<file path="config.mk">
export PLATFORM = sky130hd
export DESIGN_NAME = param_sr_counter
export DESIGN_NICKNAME = d
export VERILOG_FILES = /design/src/rtl/param_sr_counter.sv
export SDC_FILE = /design/constraint.sdc
export NUM_CORES = 1
export LEC_CHECK = 0
export CAP_MARGIN = 20
export CORE_MARGIN = 3
export CORE_UTILIZATION = 45
export CTS_BUF_LIST = sky130_fd_sc_hd__clkbuf_8
export CTS_CLUSTER_DIAMETER = 200
export DETAILED_ROUTE_END_ITERATION = 10
export PLACE_DENSITY_LB_ADDON = 0.05
export SLEW_MARGIN = 15
export SYNTH_ARGS = -nofsm -noshare
export SYNTH_HDL_FRONTEND = slang
export SYNTH_SLANG_ARGS = --single-unit
</file>
<file path="constraint.sdc">
create_clock -name clk_i -period 2.22 [get_ports clk_i]
set_clock_uncertainty 0.15 [all_clocks]
set_input_delay 0.222 -clock clk_i [delete_from_list [all_inputs] [get_ports clk_i]]
set_output_delay 0.222 -clock clk_i [all_outputs]
set_load 0.02 [all_outputs]
</file>
<file path="src/rtl/param_sr_counter.sv">
// param_sr_counter: start/stop cycle counter with programmable terminal, wrap/saturate modes, tc pulse, sticky overflow
// Ports: clk_i, rst_ni (async active-low); start_i/stop_i run control; clear_i sync clear;
//   load_i/load_val_i parallel load; term_wr_i/term_val_i terminal write;
//   count_o, running_o, done_o, tc_o, overflow_o all registered.
module param_sr_counter #(
  parameter int              WIDTH    = 16,
  parameter bit              MODE     = 1'b0,
  parameter logic [WIDTH-1:0] TERM_RST = {WIDTH{1'b1}}
) (
  input  logic             clk_i,
  input  logic             rst_ni,
  input  logic             start_i,
  input  logic             stop_i,
  input  logic             clear_i,
  input  logic             load_i,
  input  logic [WIDTH-1:0] load_val_i,
  input  logic             term_wr_i,
  input  logic [WIDTH-1:0] term_val_i,
  output logic [WIDTH-1:0] count_o,
  output logic             running_o,
  output logic             done_o,
  output logic             tc_o,
  output logic             overflow_o
);
  typedef enum logic [1:0] {IDLE, RUN, PAUSED, DONE} state_e;
  state_e state_q, state_d;
  logic [WIDTH-1:0] count_q, count_d, term_q, term_d;
  logic tc_q, tc_d, ovf_q, ovf_d;
  always_comb begin
    state_d = state_q;
    count_d = count_q;
    tc_d    = 1'b0;
    ovf_d   = ovf_q;
    term_d  = term_wr_i ? term_val_i : term_q;
    if (clear_i) begin
      state_d = IDLE;
      count_d = '0;
      ovf_d   = 1'b0;
    end else if (load_i) begin
      count_d = load_val_i;
      state_d = state_q == DONE ? PAUSED : state_q;
    end else if (stop_i) begin
      state_d = state_q == RUN ? PAUSED : state_q;
    end else if (start_i && (state_q == IDLE || state_q == PAUSED)) begin
      state_d = RUN;
    end else if (state_q == RUN) begin
      if (count_q == term_q) begin
        tc_d = 1'b1;
        if (MODE) state_d = DONE;
        else begin
          count_d = '0;
          ovf_d   = 1'b1;
        end
      end else begin
        count_d = count_q + WIDTH'(1);
        ovf_d   = ovf_q | (&count_q);
      end
    end
  end
  always_ff @(posedge clk_i or negedge rst_ni) begin
    if (!rst_ni) begin
      state_q <= IDLE;
      count_q <= '0;
      term_q  <= TERM_RST;
      tc_q    <= 1'b0;
      ovf_q   <= 1'b0;
    end else begin
      state_q <= state_d;
      count_q <= count_d;
      term_q  <= term_d;
      tc_q    <= tc_d;
      ovf_q   <= ovf_d;
    end
  end
  assign count_o    = count_q;
  assign running_o  = state_q == RUN;
  assign done_o     = state_q == DONE;
  assign tc_o       = tc_q;
  assign overflow_o = ovf_q;
endmodule
</file>
; ---- Yosys cells after proc, flatten, opt, wreduce, memory -nomap -nowiden
; Cells that the tools add are included.
[word_totals]
ff_bits = 36
inputBits = 39
output_inout_bits = 20
word_cells = 52
[op_classes]
addsub = 1
n_eq_ne = 11
mux = 24
n_bitwise = 1
n_reduce_logical = 10
[op_table]
columns = cell, n
row1 = two-way mux 16 bit, 6
row2 = "adder 16 x 1 -> 16 bit, second input constant", 1
row3 = == test 16 bit, 1
row4 = AND reduction 16 bit, 1
row5 = two-way mux 1 bit, 12
row6 = two-way mux 2 bit, 6
row7 = AND reduction 3 bit, 2
row8 = "== test 2 bit, second input constant", 2
row9 = "inequality test 2 bit, second input constant", 2
row10 = "inequality test 4 x 1 -> 1 bit, second input constant", 1
row11 = AND reduction 4 bit, 1
row12 = nonzero test 4 bit, 1
row13 = "inequality test 3 x 1 -> 1 bit, second input constant", 1
row14 = "inequality test 3 x 2 -> 1 bit, second input constant", 1
row15 = "inequality test 3 bit, second input constant", 1
row16 = nonzero test 3 bit, 1
row17 = "== test 2 x 1 -> 1 bit, second input constant", 1
row18 = zero test 2 bit, 1
row19 = "inequality test 2 x 1 -> 1 bit, second input constant", 1
row20 = nonzero test 2 bit, 1
row21 = logical AND 1 bit, 1
row22 = logical OR 1 bit, 1
row23 = OR 1 bit, 1

; ---- Logic depth before layout (Yosys ltp)
; Gate-level depths: netlist (run 1).
[depth]
depth_word = 8
ltp_mapped = 7
depth_no_buf = 6

; ---- Worst setup path after synthesis (run 1)
; Ideal clock, no wire load.
[synth_path]
path_type = reg-to-reg
startpoint = reg count_q[3], in the netlist count_o[3]
endpoint = reg count_q[13], in the netlist count_o[13]
setup_ns = 0.082
arrival_time_ns = 1.720
t_required_ns = 1.988
setup_slack_ns = 0.268
path_stages_with_launch = 7
period_less_slack_ns = 1.952
cell_sequence = dfrtp_1 -> buf_2 -> and4_4 -> nand4_4 -> nor3_1 -> mux2_2 -> a22oi_2
[synth_between]
elab_chain_len = 7
word_cells_on_any_way = 8
cone_classes = add/sub: 1 / eq/ne: 1 / mux: 6
[synth_lines]
columns = element, line_no
row1 = start: declaration, 27  ; logic [WIDTH-1:0] count_q, count_d, term_q, term_d;
row2 = start signal: assignment, 69  ; count_q <= count_d;
row3 = adder 16 x 1 -> 16 bit / == test 16 bit (equally long branches), "55, 47"
row4 = two-way mux 16 bit *, 47  ; if (count_q == term_q) begin
row5 = two-way mux 16 bit *, 46  ; end else if (state_q == RUN) begin
row6 = two-way mux 16 bit *, 44  ; end else if (start_i && (state_q == IDLE || state_q == PAUSED)) begin
row7 = two-way mux 16 bit *, 42  ; end else if (stop_i) begin
row8 = two-way mux 16 bit *, 39  ; end else if (load_i) begin
row9 = two-way mux 16 bit *, 35  ; if (clear_i) begin
; Mark *: on every way between the ends. The rest lies on a longest branch, timed or not. The select of a mux whose other input is x is not followed.
; A chain may end at the register's enable or synchronous reset.

; ---- Final worst setup path (run 1)
[layout_path]
startpoint = reg count_q[2], in the netlist count_o[2]
endpoint = reg count_q[13], in the netlist count_o[13]
; Same word-level chain as after synthesis.

==> impl_metrics.ini, run 1 <==
[outcome]
outcome = finished, final reports clean

[yosys]
yosysTopAreaCell = dfrtp_1
async_reset_ff_share_pct = 100
yosysWarnings = 0
ys_types = 43
synth_flop_cell = dfrtp_1
postSynthAreaPerCell_sq_um = 11.2
seq_area_frac_synth_pct = 43.4
synth_edf_count = 0
synth_top_cells_by_area = dfrtp_1, dfstp_2, xnor2_1
ys_seq_elements = 36
syn_inst = 190
synthesis.area_sq_um = 2120
netlist.area_leader.share_pct = 23.6
synthesis.nets = 230

[cts]
cts_setup_buffers = 0
clock-sinks = 36
clkLatencyLatePin_ns = 0.29
cts_tree = done
cts_max_level = 2
clk_pin_slew_ns = 0.08
ctsResizeCount = 0
cts_root_buf = clkbuf_8
cts_made_buffers = 5
cts_buffer_depth = 2
postCtsHoldBufs = 0

[critical_path]
reg2reg_from = count_o[2]$_DFFE_PN0P_
reg2regPathDepth = 5
cp_max_fo = 9
worstPathCellList = and4_4, nand4_4, nor3_1, mux2_2, a22oi_2
reg2reg_to = count_o[13]$_DFFE_PN0P_
worstPathRequired_ns = 2.27
cp-endpoint = count_o[13]$_DFFE_PN0P_
start_kind = flip-flop
slowest_delay_ns = 0.54
cp-end-kind = flip-flop
critical_path_class = flip-flop to flip-flop
crit_arrival_ns = 2.07
rrSetupSlack_ns = 0.20
startpoint = count_o[2]$_DFFE_PN0P_
crit_slowest_cell = dfrtp_1

[floorplan]
core_sq_um = 4440
die_x_um = 74.7
ios = 59
row_count = 24
die-height_um = 74.7
die_area_sq_um = 5570
initial_utilization_pct = 47.7

[placed_design]
dp.final_hpwl_um = 4080
gp_congestion = 0.913
dpl_worst_slack_ns = 0.109
io_buffers = 58

[sta]
period_share_pct = 91.0
whs_ns = 0.207
rsz0062_at_grt = false
setup_viol = 0
final_max_slew_viol_count = 0
min_period_ns = 2.02
fin_ws_ns = 0.199
tns_ns = 0
hold_viol = 0
slew_headroom_pct = 63.9
tightest_slew_ns = 0.536
fmax_mhz = 495

[global_routing]
grt.total_usage_pct = 19.9
antenna_found_initial = 0
grt_max_degree = 37
grt_pass1_vias = 1776
grt_pass1_wl_um = 8480
gr-total-overflow = 0

[power_and_ir_drop]
p_per_area_nw_per_um2 = 586
ir_drop_mv = 0.371
power.static_leakage_nw = 1.12

[cells_and_area]
final_cell_mix = clkdlybuf4s50_1, xnor2_1, dfrtp_1
final_common_cell = clkdlybuf4s50_1
syn2layout_area_growth_pct = 38.3
drive_gt1_share_pct = 30.4
num_antenna_cells = 0
nNetsFinal = 299

[routing]
wirelength_um = 5240
vias_per_cell = 5.53
drc = 0
ant_nets = 0
drt_iter0_markers = 68
vias = 1725
first_pass_iters = 4
wl_per_cell_um = 16.8

[run]
cap_violations = 0

[min_path]
hp-class = input port to async pin
critical path, delay by kind of cell, from the launching register on:
kind	cells	cell delay [ns]
simple gates	3	0.69
flops	1	0.54
mux	1	0.38
compound gates	1	0.18
cells by family (layout without fill, tap and decap cells):
kind of cell | Yosys count | after routing | synth area share [%]
buffers and inverters | 16 | 86 | 4.54
and+or+nand+nor | 54 | 54 | 16.0
adders and majority gates | 1 | 1 | 0.590
DFF | 36 | 36 | 43.4
AOI/OAI and AO/OA | 38 | 38 | 14.5
muxes | 17 | 17 | 9.03
xor gates and xnor gates | 28 | 28 | 11.9
per-layer routing:
metal  routed length, um  vias up  share of wire (%)  GRT usage (%)
met5                   0        -                  0              0
met3                 274        6                5.2           3.34
met2                2660       63                 51           32.8
met1                2260      833                 43           26.9
li1                    -      823                  -              -
met4                  48        0               0.92           6.52
synth_stat cells (3+ instances only):
cell and number:
clkbuf_1 3, nor2_1 7, o21ai_2 8, a22o_1 4, buf_2 3, xnor2_1 23, a22oi_1 10, nor3_1 3
nand2b_1 6, nor2b_1 4, a31o_2 4, buf_6 4, inv_1 3, nand3_1 3, xor2_1 4, dfrtp_1 20
dfstp_2 16, nand4_1 9, nand2_1 9, mux2_2 17
power breakdown:
part	leakage (nW)	internal, W	total (W)	switching (W)
Clock	0.0541	0.000332	0.000570	0.000238
Combinational	0.632	0.000211	0.000370	0.000159
Sequential	0.436	0.000727	0.000779	0.0000514
Total	1.12	0.00127	0.00172	0.000448
worst min path at each step:
stage | from | to | slack [ns] | cells past startpoint
final | rst_ni | count_o[8]$_DFFE_PN0P_ | 0.21 | 2
after global routing | rst_ni | count_o[8]$_DFFE_PN0P_ | 0.25 | 2
after CTS | rst_ni | count_o[8]$_DFFE_PN0P_ | 0.22 | 2
after detailed placement | state_q[1]$_DFFE_PN0P_ | state_q[1]$_DFFE_PN0P_ | 0.45 | 2
after global placement | state_q[1]$_DFFE_PN0P_ | state_q[1]$_DFFE_PN0P_ | 0.42 | 2
after floorplan | rst_ni | count_o[0]$_DFFE_PN0P_ | -0.22 | 0
flip-flops by register name, summed over array words and instances (netlist names):
name,flops
overflow_o,1
tc_o,1
state_q,2
count_o,16
term_q,16
final cells by class:
type                       count  area, sq um
clock buffer                   5         68.8
clock inverter                 3         42.5
fill                         363         1510
inverter                       3         11.3
multi-input combinational    138         1100
sequential                    36          921
tap                           52         65.1
timing repair buffer          75          721
metrics by stage:
stage | cells | power, W | area (sq um) | util [%]
2_1_floorplan | 190 | 0.000978 | 2120 | -
3_3_place_gp | 304 | 0.00115 | 2820 | 63.5
3_5_place_dp | 304 | 0.00116 | 2820 | 63.5
4_1_cts | 312 | 0.00173 | 2930 | 66.0
5_1_grt | 312 | 0.00180 | 2930 | 66.0
6_report | 312 | 0.00172 | 2930 | 66.0
(Power assumes the default switching activity.)
==> run 2: changes to the inputs <==
CORE_UTILIZATION = 35   (was 45)
clock period = 2.1 ns   (was 2.22 ns; I/O delays follow)
==> run 2 against run 1 <==
Die area rose by 26%; largest cell class unchanged; global-route usage down 3.4 points; clock power shrank 12%; register-to-register slack got worse by 0.05 ns; core utilization decreased by 14 points; wire length increased by 5.0%; cell count grew 8.3%.
==> impl_metrics.ini, run 2 (synthesis results as in run 1) <==
[sta]
tns_ns = 0
final_max_slew_viol_count = 0
setup_viol = 0
fin_ws_ns = 0.142
period_share_pct = 93.3
tightest_slew_ns = 0.465
slew_headroom_pct = 69.0
min_period_ns = 1.96
rsz0062_at_grt = false
hold_viol = 0
fmax_mhz = 511

[routing]
vias_per_cell = 5.09
met1_length_um = 2480
wirelength_um = 5500
route.met3.wl_um = 228
drc = 0
wl_per_cell_um = 16.3
drt_iter0_markers = 87
first_pass_iters = 4
ant_nets = 0
routed.top_layer = met4
wl_met2_um = 2690
vias = 1720

[global_routing]
antenna_found_initial = 0
grt_pass1_wl_um = 9270
grt_pass1_vias = 1843
gr-total-overflow = 0
grt_max_degree = 37
grt.total_usage_pct = 16.5

[placed_design]
place_area_sq_um = 2880
io_buffers = 58
dp.final_hpwl_um = 4260
gp_congestion = 0.856
dpl_worst_slack_ns = 0.0790

[cts]
cts_setup_buffers = 0
cts_tree = done
clock-sinks = 36
cts_made_buffers = 5
clkLatencyLatePin_ns = 0.28
postCtsHoldBufs = 0
clk_pin_slew_ns = 0.07
cts_buffer_depth = 2
cts_max_level = 2
ctsResizeCount = 0
cts_root_buf = clkbuf_8

[critical_path]
crit_arrival_ns = 1.60
cp-end-kind = output port
reg2regPathDepth = 5
critical_path_class = flip-flop to output port
cp_max_fo = 7
worstPathRequired_ns = 1.74
start_kind = flip-flop

[floorplan]
die_x_um = 83.8
core_sq_um = 5680
row_count = 27
die-height_um = 83.8
die_area_sq_um = 7030
ios = 59
initial_utilization_pct = 37.4

[power_and_ir_drop]
p_per_area_nw_per_um2 = 578
ir_drop_mv = 0.312
power.static_leakage_nw = 1.16

[cells_and_area]
fin_area_sq_um = 2980
final_cell_mix = clkdlybuf4s50_1, xnor2_1, buf_4
final_util_pct = 52.5
syn2layout_area_growth_pct = 40.4
final_common_cell = clkdlybuf4s50_1
nNetsFinal = 305
drive_gt1_share_pct = 31.2
num_antenna_cells = 0

[outcome]
outcome = finished, final reports clean

[run]
cap_violations = 0

[min_path]
hp-class = input port to async pin
run 2: worst paths after layout:
path                                         from                       to  slack, ns
setup / recovery           count_o[0]$_DFFE_PN0P_               count_o[0]       0.14
hold / removal                             rst_ni   count_o[7]$_DFFE_PN0P_       0.20
setup reg to reg           count_o[7]$_DFFE_PN0P_  count_o[13]$_DFFE_PN0P_       0.15
hold reg to reg            state_q[1]$_DFFE_PN0P_   state_q[1]$_DFFE_PN0P_       0.46
max in group asynchronous                  rst_ni    term_q[6]$_DFFE_PN1P_       1.24
min in group clk_i                 term_val_i[12]   term_q[12]$_DFFE_PN1P_       0.38
run 2: power breakdown:
part | internal (W) | switching (W) | total (W)
logic | 0.000228 | 0.000172 | 0.000400
clock network | 0.000258 | 0.000244 | 0.000502
registers | 0.000769 | 0.0000517 | 0.000820
run 2: per-stage QoR:
| stage | hold slack [ns] | power [W] | std cells |
|---|---|---|---|
| 6_report | 0.203 | 0.00172 | 338 |
| 3_3_place_gp | 0.435 | 0.00123 | 330 |
| 5_1_grt | 0.249 | 0.00181 | 338 |
| 4_1_cts | 0.218 | 0.00175 | 338 |
| 2_1_floorplan | -0.236 | 0.00103 | 190 |
| 3_5_place_dp | 0.454 | 0.00123 | 330 |
run 2: cell type report:
cell class                 count  area (sq um)
timing repair buffer          81           753
multi-input combinational    138          1110
fill                         521          2700
clock inverter                 2          7.51
tap                           72          90.1
sequential                    36           921
clock buffer                   6          82.6
inverter                       3          11.3
run 2: routing by layer:
layer | GRT usage [%] | vias to the layer above
met1 | 21.7 | 830
li1 | - | 833
met5 | 0 | -
met2 | 26.6 | 46
met4 | 4.97 | 0
met3 | 4.54 | 11
run 2: worst max-delay path, cell delays in order, from the launching register on:
cell	delay, ns
dfrtp_1	0.51
buf_4	0.20
clkdlybuf4s50_1	0.60
==> run 3: changes to the inputs <==
CAP_MARGIN = 40   (was 20)
CTS_CLUSTER_DIAMETER = 60   (was 200)
==> results of run 3 <==
The final DEF is identical to that of run 2; final timing and power are the same.
